<file path="config.mk">
export PLATFORM = sky130hd
export DESIGN_NAME = frame_wr_ctrl
export DESIGN_NICKNAME = d
export VERILOG_FILES = /design/src/rtl/frame_wr_ctrl.sv
export SDC_FILE = /design/constraint.sdc
export NUM_CORES = 1
export LEC_CHECK = 0
export ABC_AREA = 1
export CAP_MARGIN = 20
export CORE_ASPECT_RATIO = 0.75
export CORE_UTILIZATION = 60
export CTS_CLUSTER_DIAMETER = 80
export DETAILED_ROUTE_END_ITERATION = 16
export PLACE_DENSITY = 0.87
export REMOVE_ABC_BUFFERS = 1
export SLEW_MARGIN = 20
export SYNTH_ARGS = -nofsm -noshare
export SYNTH_HDL_FRONTEND = slang
export SYNTH_SLANG_ARGS = --single-unit
</file>
<file path="constraint.sdc">
create_clock -name clk -period 3.9 [get_ports clk]
set_input_delay 1.17 -clock clk [delete_from_list [all_inputs] [get_ports clk]]
set_output_delay 1.17 -clock clk [all_outputs]
set_load 0.01 [all_outputs]
</file>
<file path="src/rtl/frame_wr_ctrl.sv">
// frame_wr_ctrl: turns a BGR byte stream (3 bytes per pixel) into 24-bit
// frame-buffer writes, using image dimensions latched from a header parser.
//
// Optional feature macro: FRAME_ROW_PAD_EN
//   defined   -> each row is followed by width[1:0] pad bytes that are accepted
//                and discarded (rows padded to a multiple of 4 bytes)
//   undefined -> rows are contiguous; the PAD state is never entered
//
// Ports:
//   clk         system clock, rising edge
//   reset       asynchronous active-low reset
//   start       one-cycle pulse arming the controller for a new frame
//   hdr_valid   header dimensions valid
//   width       image width in pixels
//   height      image height in pixels
//   byte_valid  stream byte available
//   byte_data   stream byte (B, G, R order)
//   byte_ready  byte accepted this cycle when byte_valid is also high
//   pix_we      one-cycle frame-buffer write strobe
//   pix_addr    frame-buffer write address
//   pix_data    assembled pixel {R,G,B}
//   busy        controller not idle
//   frame_done  one-cycle pulse after the frame completes
//   err         error flag, held until the next start
module frame_wr_ctrl #(
    parameter int unsigned ADDR_W = 17
) (
    input  logic              clk,
    input  logic              reset,
    input  logic              start,
    input  logic              hdr_valid,
    input  logic [15:0]       width,
    input  logic [15:0]       height,
    input  logic              byte_valid,
    input  logic [7:0]        byte_data,
    output logic              byte_ready,
    output logic              pix_we,
    output logic [ADDR_W-1:0] pix_addr,
    output logic [23:0]       pix_data,
    output logic              busy,
    output logic              frame_done,
    output logic              err
);

    typedef enum logic [2:0] {
        StIdle,
        StWaitHdr,
        StPixel,
        StPad,
        StDone,
        StErr
    } state_e;

    state_e            state_q, state_d;
    logic [15:0]       w_q, w_d;
    logic [15:0]       h_q, h_d;
    logic [15:0]       col_q, col_d;
    logic [15:0]       row_q, row_d;
    logic [1:0]        idx_q, idx_d;
    logic [1:0]        pad_q, pad_d;
    logic [ADDR_W-1:0] addr_q, addr_d;
    logic [7:0]        b_q, b_d;
    logic [7:0]        g_q, g_d;
    logic              we_q, we_d;
    logic [ADDR_W-1:0] paddr_q, paddr_d;
    logic [23:0]       pdata_q, pdata_d;
    logic              done_q, done_d;

    logic [1:0] pad_len;
    logic       xfer;
    logic       last_col;
    logic       last_row;
    logic       addr_full;

`ifdef FRAME_ROW_PAD_EN
    assign pad_len = w_q[1:0];
`else
    assign pad_len = 2'd0;
`endif

    assign byte_ready = (state_q == StPixel) || (state_q == StPad);
    assign busy       = (state_q != StIdle);
    assign err        = (state_q == StErr);
    assign pix_we     = we_q;
    assign pix_addr   = paddr_q;
    assign pix_data   = pdata_q;
    assign frame_done = done_q;

    assign xfer      = byte_valid && byte_ready;
    assign last_col  = (col_q == w_q - 16'd1);
    assign last_row  = (row_q == h_q - 16'd1);
    assign addr_full = &addr_q;

    always_comb begin
        state_d = state_q;
        w_d     = w_q;
        h_d     = h_q;
        col_d   = col_q;
        row_d   = row_q;
        idx_d   = idx_q;
        pad_d   = pad_q;
        addr_d  = addr_q;
        b_d     = b_q;
        g_d     = g_q;
        we_d    = 1'b0;
        paddr_d = paddr_q;
        pdata_d = pdata_q;
        done_d  = 1'b0;

        case (state_q)
            StIdle: begin
                if (start) state_d = StWaitHdr;
            end
            StWaitHdr: begin
                if (hdr_valid) begin
                    w_d    = width;
                    h_d    = height;
                    col_d  = 16'd0;
                    row_d  = 16'd0;
                    idx_d  = 2'd0;
                    pad_d  = 2'd0;
                    addr_d = '0;
                    if (width == 16'd0 || height == 16'd0) state_d = StErr;
                    else                                    state_d = StPixel;
                end
            end
            StPixel: begin
                if (xfer) begin
                    case (idx_q)
                        2'd0: begin
                            b_d   = byte_data;
                            idx_d = 2'd1;
                        end
                        2'd1: begin
                            g_d   = byte_data;
                            idx_d = 2'd2;
                        end
                        default: begin
                            idx_d   = 2'd0;
                            pad_d   = 2'd0;
                            we_d    = 1'b1;
                            paddr_d = addr_q;
                            pdata_d = {byte_data, g_q, b_q};
                            addr_d  = addr_q + ADDR_W'(1);
                            if (last_col) begin
                                col_d = 16'd0;
                                row_d = row_q + 16'd1;
                            end else begin
                                col_d = col_q + 16'd1;
                            end
                            // Final pixel wins over address overflow: nothing remains.
                            if (last_col && last_row) begin
                                state_d = (pad_len != 2'd0) ? StPad : StDone;
                            end else if (addr_full) begin
                                state_d = StErr;
                            end else if (last_col && pad_len != 2'd0) begin
                                state_d = StPad;
                            end
                        end
                    endcase
                end
            end
            StPad: begin
                if (xfer) begin
                    if (pad_q == pad_len - 2'd1) begin
                        pad_d = 2'd0;
                        // Row counter has already advanced past the padded row.
                        state_d = (row_q == h_q) ? StDone : StPixel;
                    end else begin
                        pad_d = pad_q + 2'd1;
                    end
                end
            end
            StDone: begin
                done_d  = 1'b1;
                state_d = StIdle;
            end
            StErr: begin
                if (start) state_d = StWaitHdr;
            end
            default: state_d = StIdle;
        endcase
    end

    always_ff @(posedge clk or negedge reset) begin
        if (!reset) begin
            state_q <= StIdle;
            w_q     <= 16'd0;
            h_q     <= 16'd0;
            col_q   <= 16'd0;
            row_q   <= 16'd0;
            idx_q   <= 2'd0;
            pad_q   <= 2'd0;
            addr_q  <= '0;
            b_q     <= 8'd0;
            g_q     <= 8'd0;
            we_q    <= 1'b0;
            paddr_q <= '0;
            pdata_q <= 24'd0;
            done_q  <= 1'b0;
        end else begin
            state_q <= state_d;
            w_q     <= w_d;
            h_q     <= h_d;
            col_q   <= col_d;
            row_q   <= row_d;
            idx_q   <= idx_d;
            pad_q   <= pad_d;
            addr_q  <= addr_d;
            b_q     <= b_d;
            g_q     <= g_d;
            we_q    <= we_d;
            paddr_q <= paddr_d;
            pdata_q <= pdata_d;
            done_q  <= done_d;
        end
    end

endmodule

</file>
Yosys cells after proc, flatten, opt, wreduce, memory -nomap -nowiden
Cells that the tools add are included.

Word-level logic and storage cells: 99. Output and inout port bits: 46. Bits in registers: 147. Input port bits: 45.

Add/sub/neg operators: 6. Reductions and logical operators: 23. Eq/ne operators: 18. Bitwise gates (word level): 1. Muxes and demuxes: 37.

Operators by type and width (number): 16-bit 2-to-1 mux (7); 16-bit case mux with 2 select lines (2); 17-bit 2-to-1 mux (3); 16-bit == test (3); 17-bit case mux with 2 select lines (1); 16-bit by 1-bit adder with 16-bit output, second input constant (2); 16-bit logical NOT (2); 16-bit by 1-bit subtractor with 16-bit output, second input constant (2); 3-bit 2-to-1 mux (10); 17-bit by 1-bit adder with 17-bit output, second input constant (1); 17-bit AND reduction (1); 2-bit 2-to-1 mux (6); 3-bit case mux with 4 select lines (1); 3-bit AND reduction (4); 2-bit inequality test, second input constant (5); 5-bit AND reduction (2); 2-bit case mux with 2 select lines (2); 7-bit AND reduction (1); 3-bit by 2-bit == test with 1-bit output, second input constant (2); 3-bit == test, second input constant (2); 2-bit case mux with 3 select lines (1); 3-bit nonzero test (2); 1-bit 2-to-1 mux (4); 2-bit by 1-bit inequality test with 1-bit output, second input constant (2); 14 further kinds (17).

Logic depth before layout (Yosys ltp)
Gate-level depths: netlist of the first run.

Depth in word-level cells: 7. Depth in mapped cells: 17. Mapped depth without buffers: 17.

Worst setup path after synthesis of the first run
No wires, ideal clock.

Path type: in2reg. From: input hdr_valid. To: register addr_q[13]. Data required time: 3783 ps. Stages: 11. Arrival: 2145 ps. Buffers on the path: 0. Library setup time: 117 ps. Path slack: 1639 ps. Cell sequence: nand2_2 -> nand2_4 -> nand2_8 -> inv_6 -> nand3_2 -> nor2_4 -> nand4_1 -> nor2_1 -> nand2_1 -> nand2_1 -> nor2_1.

Longest elaborated chain between the ends: 2.

Ends and longest elaborated chain: from (decl) (line 31) `input logic hdr_valid,`; 2-bit inequality test (no line); 4-bit AND reduction (no line); to (signal assigned) (line 209) `addr_q <= addr_d;`; to (decl) (line 61) `logic [ADDR_W-1:0] addr_q, addr_d;`.

Every way passes these cells. A chain may end at the register's enable or synchronous reset.

Worst setup path in the final report of the first run
From: register state_q[1]. To: output err.

Longest elaborated chain between the ends: 1.

Ends and longest elaborated chain: from (decl) (line 54) `state_e state_q, state_d;`; from (signal assigned) (line 187) `state_q <= StIdle;`; from (signal assigned) (line 202) `state_q <= state_d;`; 3-bit == test (line 83) `assign err = (state_q == StErr);`; to (decl) (line 42) `output logic err`.

Every way passes these cells.

==> summary.md, run 1 <==
| Metric | Value |
|---|---|
| Outcome | finished clean |
| GRT overflow | 0 |
| Adder-Cell Fraction of Synth Area | 1.12% |
| Die Wd | 134 µm |
| # H-tree levels | 4 |
| Clock slew seen by the registers of the worst setup and hold paths | 0.06 ns |
| Cts hold-fix bufs | 0 |
| Final setup vio count | 0 |
| Worst r2r src | w_q[0]$_DFFE_PN0P_ |
| Most common library cells after synthesis | nand2_1, dfrtp_1, inv_1 |
| Hold Vio Cnt, Final | 0 |
| Simple-gate share of the synthesized area | a little under a third |
| DR vias | 7,094 |
| Tmin final | 2.98 ns |
| Vias in the first global route | 6,805 |
| Die area | approximately 14,000 µm² |
| Num CTS Buffers | 17 |
| Cell area power density | 677 nW/µm² |
| P_sw | 2.55 mW |
| Sequential element share of the synthesized area | 47.0% |
| CP Class | flip-flop to output pin |
| WHS Endpoint | pix_data[12]$_DFFE_PN0P_ |
| Largest family of logic cells by synthesized area | simple AND/OR/NAND/NOR gates |
| Post-synth cell types | 36 |
| Hold Crit Start | pix_data[12]$_DFFE_PN0P_ |
| #FFs+latches synth | 147 |
| Layout Area Growth over Synthesis | 21.7% |
| Compound-gate portion of the synthesized area | 7.25% |
| Post-synth EDFFs | 0 |
| I/O pin cnt | 91 |
| Post-synth top area cell | dfrtp_1 |
| Setup Buffers After CTS | 0 |
| Top cell type's share of synthesized area | a little under half |
| Pins over their slew limit | 0 |
| Core Rows | 35 |
| Final critical-path share of the clock period | 76.4% |
| Starting Density | 62.7% |
| Multiplexer area fraction after synthesis | 0% |
| CP required | between 2 and 3 ns |
| Startpoint Class | flip-flop |
| XOR/XNOR Fraction of Synth Area | 6.60% |
| Top post-synthesis cells by area | dfrtp_1, nand2_1, o21ai_0 |
| Core area | ~12,000 µm² |
| Sw Share | 39.6% |
| Total Wirelength | 19,800 µm |
| Ys async rst share | 100% |
| Worst skew pair latency | about 0.43 ns |
| Avg Inst Size Synth | ~7.6 µm² |
| Static Leak | between 4 and 5 nW |
| Layout net count | approximately 1,200 |
| N_diodes | 0 |
| I/O Buffers | 90 |
| Unrepaired setup endpoints after global routing | false |
| Worst slew margin | 39.1% |
| Drt pass-1 iters | 5 |
| Hold/Removal Path Class | flip-flop to flip-flop |
| Post_cts resized | 0 |
| CTS tree | done |
| DPL Wire Length | 13,100 µm |
| Ys Warns | 0 |
| Via density | 5.47 |
| Layout cells sized above 1 | approximately 6.3% |
| Cells after Synth | 1,024 |
| Synthesized area | 7830 µm² |
| R2R depth | 13 |
| Internal Power | 3.90 mW |
| Crit path DAT | 1.81 ns |
| Crit path max fanout | 4 |
| DRC Markers | 0 |
| Final Skew | 0.0134 ns |
| Die Ht | ~100 µm |
| VDD IR max | 0.434 mV |
| Comb power frac | 36.8% |
| Total negative slack | 0 ns |
| GRT Util Overall | 31.4% |
| DRT iter0 DRCs | 472 |
| Max Clock Freq | 335 MHz |
| Post-route ant nets | 0 |
| R2r endpoint | row_q[5]$_DFFE_PN0P_ |
| Clk sinks | between 100 and 150 |
| Final core utilization | 76.3% |
| Worst Tran Pin Value | 0.913 ns |
| Worst Setup End Kind | output pin |
| # Max-Cap Violations | 0 |
| Initial antenna violation count | 0 |
| Clk buf depth | 2 |
| Gpl congestion | 0.930 |
| Flop-to-flop setup slack | around 1.3 ns |
| First-pass GRT wire length | 33,100 µm |
| # fillers | 891 |
| Top-count cell post-synth | nand2_1 |
| Drt wl/cell | between 15 and 20 µm |
| Clock power frac | a little over a quarter |
| Main synth FF type | dfrtp_1 |
| Clock root cell | clkbuf_16 |
| Largest net degree at the start of global routing | 81 |
| WHS Path Cells | 2 |
| Sequential Power Share | about 36% |
-- sequential cells by signal (all words and copies together), names as in the netlist --
| signal | flops |
|---|---|
| row_q | 16 |
| frame_done | 1 |
| pix_we | 1 |
| col_q | 16 |
| pad_q | 2 |
| h_q | 16 |
| addr_q | 17 |
| pix_data | 24 |
| pix_addr | 17 |
| w_q | 16 |
| b_q | 8 |
| state_q | 3 |
| g_q | 8 |
| idx_q | 2 |
-- area by class of cell --
| class | instances | area [µm²] | share of cell area, % |
|---|---|---|---|
| Clock buffer | 18 | 439 | 4.61 |
| Clock inverter | 14 | 190 | 2.00 |
| Inverter | 101 | 384 | 4.03 |
| Multi-Input combinational cell | 751 | 3660 | 38.4 |
| Sequential cell | 147 | 3680 | 38.6 |
| Tap cell | 166 | 208 | 2.18 |
| Timing Repair Buffer | 99 | 970 | 10.2 |
-- metrics by stage --
| stage | power, mW | setup WS [ns] | hold slack, ns | cells | instance area (µm²) |
|---|---|---|---|---|---|
| after floorplan | 3.80 | 0.938 | 0.449 | 999 | 7720 |
| after global placement | 4.57 | 0.800 | 0.454 | 1264 | 8900 |
| after detailed placement | 4.66 | 0.811 | 0.459 | 1264 | 8900 |
| after CTS | 6.44 | 0.906 | 0.476 | 1296 | 9530 |
| after global routing | 6.88 | 0.821 | 0.506 | 1296 | 9530 |
| final | 6.45 | 0.919 | 0.470 | 1296 | 9530 |
-- cell usage in the layout, fill, tap and decap left out, drive strengths merged --
master / n
buf: 10
o211ai: 1
a21oi: 15
nand2: 351
nor3b: 1
nand3: 49
nor4: 18
ha: 7
or2: 2
nand4: 9
bufinv: 2
nor3: 24
clkdlybuf4s50: 89
o21ai: 92
dfrtp: 147
nand3b: 8
nor2: 112
and2: 1
o21bai: 1
clkbuf: 18
clkinv: 6
a31oi: 1
xor2: 43
xnor2: 16
inv: 107
-- power groups by stage --
stage / registers [mW] / clock network [mW] / logic (mW)
CTS: 2.33 / 1.75 / 2.36
finish: 2.34 / 1.74 / 2.37
global route: 2.39 / 1.82 / 2.66
detailed placement: 2.33 / 0 / 2.32
floorplan: 2.32 / 0 / 1.48
global placement: 2.33 / 0 / 2.24
-- critical path, stage by stage, from the launching register on --
cell	delay, ns
dfrtp_1	0.41
inv_1	0.13
nand2_1	0.12
nor2_1	0.12
clkdlybuf4s50_1	0.60
-- worst max-delay path by stage --
stage,slack (ns),end,cells past startpoint,startpoint
finish,0.92,err,4,state_q[1]$_DFFE_PN0P_
global route,0.82,err,4,state_q[1]$_DFFE_PN0P_
CTS,0.91,err,4,state_q[1]$_DFFE_PN0P_
detailed placement,0.81,state_q[2]$_DFFE_PN0P_,8,height[1]
global placement,0.80,state_q[2]$_DFFE_PN0P_,8,height[1]
floorplan,0.94,addr_q[0]$_DFFE_PN0P_,5,byte_valid
-- logic make-up (layout without fill, tap and decap cells) --
logic type      after synthesis  count (layout)
xor+xnor                     59              59
fa+ha+maj                     7               7
flops                       147             147
buf+inv                     126             232
simple gates                575             575
compound gates              110             110
-- layer usage --
layer / wire length [µm] / share of wire (%) / global-route usage, % / vias up
met5: 0 / 0 / 0 / -
li1: - / - / - / 3439
met1: 8770 / 44 / 42.1 / 3354
met4: 291 / 1.5 / 9.70 / 0
met3: 1680 / 8.5 / 8.60 / 28
met2: 9020 / 46 / 49.9 / 273
Note: power is estimated with default switching activity, not from simulation.
==> inputs of run 2 (changes only) <==
- CORE_UTILIZATION: 60 -> 51
- PLACE_DENSITY: 0.87 -> 0.79
- clock period: 3.9 -> 2.65 ns (I/O delays scaled with it)
==> summary.md, run 2 (synthesized netlist as in run 1, its figures left out) <==
| Metric | Value |
|---|---|
| Die area | 15,900 µm² (+17%) |
| # H-tree levels | 4 (unchanged) |
| Gpl congestion | 0.881 (-5.3%) |
| Non-Filler Instances | 1,338 (+3.2%) |
| Cell area power density | 968 nW/µm² (+43%) |
| VDD IR max | 0.450 mV (+3.6%) |
| Die Ht | 109 µm (+8.3%) |
| Crit path max fanout | 7 (+3) |
| Die Wd | 145 µm (+8.3%) |
| Worst slew margin | 64.2% (+25 points) |
| CP required | 1.86 ns (-0.87 ns) |
| Clk sinks | 147 (unchanged) |
| Worst r2r src | h_q[0]$_DFFE_PN0P_ |
| Layout net count | 1,177 (+0.68%) |
| Unrepaired setup endpoints after global routing | false |
| Static Leak | 4.58 nW (+1.5%) |
| Post-route ant nets | 0 (unchanged) |
| Most frequent cells in the layout | nand2_1, dfrtp_1, inv_1, nor2_1, clkdlybuf4s50_1 |
| Largest net degree at the start of global routing | 56 (-31%) |
| R2r endpoint | state_q[2]$_DFFE_PN0P_ |
| Pins over their slew limit | 0 (unchanged) |
| Layout cells sized above 1 | 6.94% (+0.66 points) |
| Worst Tran Pin Value | 0.532 ns (-0.381 ns) |
| Crit path DAT | 1.73 ns (-0.08 ns) |
| GRT Util Overall | 24.1% (-7.3 points) |
| Core area | 14,700 µm² (+18%) |
| Clk buf depth | 2 (unchanged) |
| Worst skew pair latency | 0.42 ns (about the same) |
| CTS tree | done |
| DPL Wire Length | 12,700 µm (-3.2%) |
| Crit path launch | state_q[2]$_DFFE_PN0P_ |
| # Max-Cap Violations | 0 (unchanged) |
| First-pass GRT wire length | 30,500 µm (-7.8%) |
| Outcome | finished clean |
| Final core utilization | 65.7% (-11 points) |
| Startpoint Class | flip-flop |
| Area after DPL | 9050 µm² (+1.7%) |
| Clock root cell | clkbuf_16 |
| Flop-to-flop setup slack | 0.33 ns (-0.96 ns) |
| Hold/Removal Path Class | primary input to async pin |
| I/O pin cnt | 91 (unchanged) |
| Total Wirelength | 18,100 µm (-8.4%) |
| Drt pass-1 iters | 5 (unchanged) |
| Worst Setup End Kind | output pin |
| Initial antenna violation count | 0 (unchanged) |
| Core Rows | 38 (+8.6%) |
| Starting Density | 53.1% (-9.6 points) |
| Most common cell after layout, fill and taps aside | nand2_1 |
| Max Clock Freq | 396 MHz |
| Via density | 5.07 (-7.3%) |
| DRC Markers | 0 (unchanged) |
| DR vias | 6,789 (-4.3%) |
| Final Skew | 0.0109 ns (-0.00254 ns) |
| I/O Buffers | 90 (unchanged) |
| R2R depth | 17 (+4) |
| # fillers | 1,217 (+37%) |
| Num CTS Buffers | 17 (unchanged) |
| GRT overflow | 0 (unchanged) |
| Tmin final | about 2.5 ns |
| Final critical-path share of the clock period | 95.2% |
| Cells after DPL | 1,304 (+3.2%) |
| Hold Vio Cnt, Final | 0 (unchanged) |
| Layout Area Growth over Synthesis | 23.7% |
| Max FFs per register | 24 (unchanged) |
| Clock slew seen by the registers of the worst setup and hold paths | 0.06 ns (about the same) |
| Hold Slack | 0.338 ns (-0.132 ns) |
| Drt wl/cell | 13.5 µm (-11%) |
| Design area | 9690 µm² (+1.7%) |
| Final setup vio count | 0 (unchanged) |
| DRT iter0 DRCs | 300 (-36%) |
| Crit path to | busy |
| N_diodes | 0 (unchanged) |
| Vias in the first global route | 6,362 (-6.5%) |
| CP Class | flip-flop to output pin |
run 2: cell types whose count changed in the layout (fill, tap and decap cells not counted), sizes merged:
| cell | before | now |
|---|---|---|
| buf | 10 | 17 |
| clkinv | 6 | 2 |
| inv | 107 | 109 |
| clkbuf | 18 | 19 |
| clkdlybuf4s50 | 89 | 88 |
| clkinvlp | 0 | 1 |
| dlymetal6s2s | 0 | 1 |
| nor2 | 112 | 113 |
run 2: what timing repair did:
item,in CTS,in global routing
endpoints found under the hold margin,0,0
hold buffers,0,0
setup buffers,0,1
endpoints found under the setup margin,0,14
resized for setup,0,2
run 2: metal layers:
metal  global-route usage, %  part of all wire (%)  routed length [µm]
met3                    6.97                   8.1                1460
met5                       0                     0                   0
met2                    35.7                    41                7470
met4                    6.17                   1.0                 185
met1                    34.6                    50                8990
run 2: worst min-delay path by stage:
stage	to	slack (ns)	cells after the start
2_1_floorplan	pix_data[0]$_DFFE_PN0P_	0.45	2
3_3_place_gp	pix_data[9]$_DFFE_PN0P_	0.45	2
3_5_place_dp	pix_data[9]$_DFFE_PN0P_	0.46	2
4_1_cts	w_q[3]$_DFFE_PN0P_	0.36	1
5_1_grt	w_q[3]$_DFFE_PN0P_	0.37	1
6_report	w_q[3]$_DFFE_PN0P_	0.34	1
run 2: cell type report:
| class | instances | area [µm²] | share of cell area (%) |
|---|---|---|---|
| flip-flops and latches | 147 | 3680 | 38.0 |
| multi-input cells | 752 | 3670 | 37.9 |
| repair buffers | 106 | 1100 | 11.4 |
| clock buffers | 19 | 443 | 4.57 |
| inverters | 101 | 384 | 3.97 |
| well taps | 200 | 250 | 2.58 |
| clock inverters | 13 | 160 | 1.65 |
run 2: where the power goes:
group | switching (mW) | leakage (nW) | internal [mW]
clock | 1.02 | 0.294 | 1.45
sequential | 0.568 | 1.96 | 2.87
combinational | 2.00 | 2.32 | 1.46
total | 3.59 | 4.58 | 5.78
run 2: through the flow:
stage	setup TNS (ns)	worst slack, ns	power (mW)
3_3_place_gp	0	0.123	6.77
6_report	0	0.128	9.37
4_1_cts	0	0.0413	9.36
2_1_floorplan	-3.88	-0.165	5.59
5_1_grt	0	0.0215	10.1
3_5_place_dp	0	0.105	6.85
run 2: critical path, stage by stage (launching register included):
cell,delay (ns)
dfrtp_1,0.49
inv_1,0.13
nand2_1,0.10
clkdlybuf4s50_1,0.59
==> inputs of run 3 (changes only) <==
- CORE_MARGIN: not set -> 2
- GPL_ROUTABILITY_DRIVEN: not set -> 0
==> summary.md, run 3 (synthesized netlist as in run 1, its figures left out) <==
| Metric | Value |
|---|---|
| Pre-CTS WS | 0.110 ns (+0.00550 ns) |
| Worst path cell trace | inv_1 -> nand2_1 -> nor2_2 -> clkdlybuf4s50_1 |
| P_sw | 3.70 mW (+2.9%) |
| Layout cells sized above 1 | 7.21% (+0.26 points) |
| I/O pin cnt | 91 (unchanged) |
| Outcome | finished clean |
| Crit path launch | state_q[1]$_DFFE_PN0P_ |
| # Max-Cap Violations | 0 (unchanged) |
| Core area | 15,100 µm² (+2.6%) |
| Clk buf depth | 2 (unchanged) |
| Drt pass-1 iters | 5 (unchanged) |
| Tmin final | 2.58 ns (+0.0592 ns) |
| Largest net degree at the start of global routing | 55 (-1.8%) |
| Area after DPL | 9040 µm² (about the same) |
| Clock slew seen by the registers of the worst setup and hold paths | 0.07 ns (about the same) |
| Vias in the first global route | 6,452 (+1.4%) |
| Post-layout worst setup margin | 0.0684 ns (-0.0592 ns) |
| Internal Power | 5.58 mW (-3.5%) |
| Total power | 9.27 mW (-1.1%) |
| Unrepaired setup endpoints after global routing | false |
| Pins over their slew limit | 0 (unchanged) |
| Hold Vio Cnt, Final | 0 (unchanged) |
| DRT iter0 DRCs | 507 (+69%) |
| Layout Area Growth over Synthesis | 23.1% |
| Final Skew | 0.0114 ns (+0.000501 ns) |
| I/O Buffers | 90 (unchanged) |
| Comb power frac | 38.1% (+1.2 points) |
| Delay-heaviest family, CP | buffers and inverters |
| Die Ht | 111 µm (+1.8%) |
| N_diodes | 0 (unchanged) |
| Total Wirelength | 19,000 µm (+4.8%) |
| Max Clock Freq | 387 MHz (-2.3%) |
| Post-route ant nets | 0 (unchanged) |
| Die area | 16,400 µm² (+3.2%) |
| Drt wl/cell | 14.1 µm (+4.4%) |
| Most frequent cells in the layout | nand2_1, dfrtp_1, inv_1 |
| GRT Util Overall | 23.6% (-0.46 points) |
| First-pass GRT wire length | 31,500 µm (+3.4%) |
| DRC Markers | 0 (unchanged) |
| Slowest CP cell | clkdlybuf4s50_1 |
| Hold Slack | 0.333 ns (-0.00426 ns) |
| Initial antenna violation count | 0 (unchanged) |
| Cell area power density | 962 nW/µm² (-0.60%) |
| Max FFs per register | 24 (unchanged) |
| Sequential Power Share | 36.8% (about the same) |
| Final setup vio count | 0 (unchanged) |
| DPL Wire Length | 13,100 µm (+3.1%) |
| DR vias | 6,956 (+2.5%) |
| Clk sinks | 147 (unchanged) |
| Via density | 5.18 (+2.1%) |
| Worst r2r src | w_q[0]$_DFFE_PN0P_ |
| Design area | 9640 µm² (-0.47%) |
| Crit path max fanout | 4 (-3) |
| Layout net count | 1,177 (unchanged) |
| CP peak stage delay | 0.55 ns (-0.04 ns) |
| Worst Tran Pin Value | 0.548 ns (+0.0160 ns) |
| Num CTS Buffers | 17 (unchanged) |
| VDD IR max | 0.570 mV (+27%) |
| Worst slew margin | 63.1% (-1.1 points) |
| GRT overflow | 0 (unchanged) |
| # H-tree levels | 4 (unchanged) |
| Worst skew pair latency | 0.42 ns (about the same) |
| CP Class | flip-flop to output pin |
| Most common cell after layout, fill and taps aside | nand2_1 |
| CTS tree | done |
| CP bufs+invs | 2 (unchanged) |
| Worst Setup End Kind | output pin |
| Starting Density | 51.8% (-1.4 points) |
| Die Wd | 147 µm (+1.4%) |
| CP required | 1.86 ns (about the same) |
| Final critical-path share of the clock period | 97.4% (+2.2 points) |
| Core Rows | 39 (+2.6%) |
| Sw Share | 39.9% (+1.5 points) |
| Clock root cell | clkbuf_16 |
| Startpoint Class | flip-flop |
| Hold/Removal Path Class | primary input to async pin |
| Clock power frac | 25.1% (-1.3 points) |
| Crit path DAT | 1.79 ns (+0.06 ns) |
| Static Leak | 4.54 nW (-0.93%) |
==> run 3: cell count changes in the layout (fill, tap and decap cells not counted), moves of 2 or more <==
cell	before	now
bufinv_16	2	0
clkinv_2	0	2
inv_6	8	6
inv_8	2	5
nor2_1	97	95
nor2_2	8	10
==> run 3: worst reg2reg max path: cells and delay by family (launching register included) <==
| family | cells | cell delay (ns) |
|---|---|---|
| AO/OA/AOI/OAI | 1 | 0.10 |
| adder cells (fa/ha/maj) | 1 | 0.28 |
| buffers and inverters | 2 | 0.25 |
| flip-flops | 1 | 0.37 |
| AND/OR/NAND/NOR | 12 | 1.29 |
==> run 3: path summary, 6_finish.rpt <==
| path | depth (start not counted) | to | slack, ns |
|---|---|---|---|
| max in group asynchronous | 2 | row_q[15]$_DFFE_PN0P_ | 1.65 |
| hold / removal | 1 | w_q[9]$_DFFE_PN0P_ | 0.33 |
| hold reg to reg | 2 | pix_data[15]$_DFFE_PN0P_ | 0.47 |
| setup reg to reg | 16 | row_q[3]$_DFFE_PN0P_ | 0.27 |
| min in group clk | 2 | pix_data[15]$_DFFE_PN0P_ | 0.47 |
| setup / recovery | 4 | err | 0.07 |
==> run 3: metrics by stage <==
step	cells	utilization, %	TNS (ns)
2_1_floorplan	999	-	-3.88
4_1_cts	1341	63.5	0
6_report	1343	63.7	0
5_1_grt	1343	63.7	0
3_3_place_gp	1309	59.8	0
3_5_place_dp	1309	59.8	0
==> run 3: power groups by stage <==
stage | Clock (mW) | Sequential, mW | Combinational [mW]
global route | 2.47 | 3.49 | 3.98
CTS | 2.35 | 3.41 | 3.48
floorplan | 0 | 3.42 | 2.17
detailed placement | 0 | 3.43 | 3.45
finish | 2.33 | 3.41 | 3.54
global placement | 0 | 3.42 | 3.36
==> run 3: metal layers <==
| layer | wire, µm | vias to the layer above | global-route usage [%] |
|---|---|---|---|
| met5 | 0 | - | 0 |
| met4 | 193 | 0 | 5.06 |
| met3 | 1300 | 20 | 6.30 |
| met2 | 8370 | 206 | 35.7 |
| met1 | 9100 | 3281 | 34.4 |
| li1 | - | 3449 | - |
==> run 3: cell type report <==
type	instances	area (µm²)
fill	1315	5490
sequential	147	3680
multi-input combinational	752	3680
timing repair buffer	106	1080
clock buffer	17	425
inverter	101	384
tap	205	256
clock inverter	15	134
==> run 3: repair_timing <==
item	CTS	global route
hold buffers	0	0
setup buffers	0	1
setup endpoints to repair	0	24
gates resized for setup	0	3
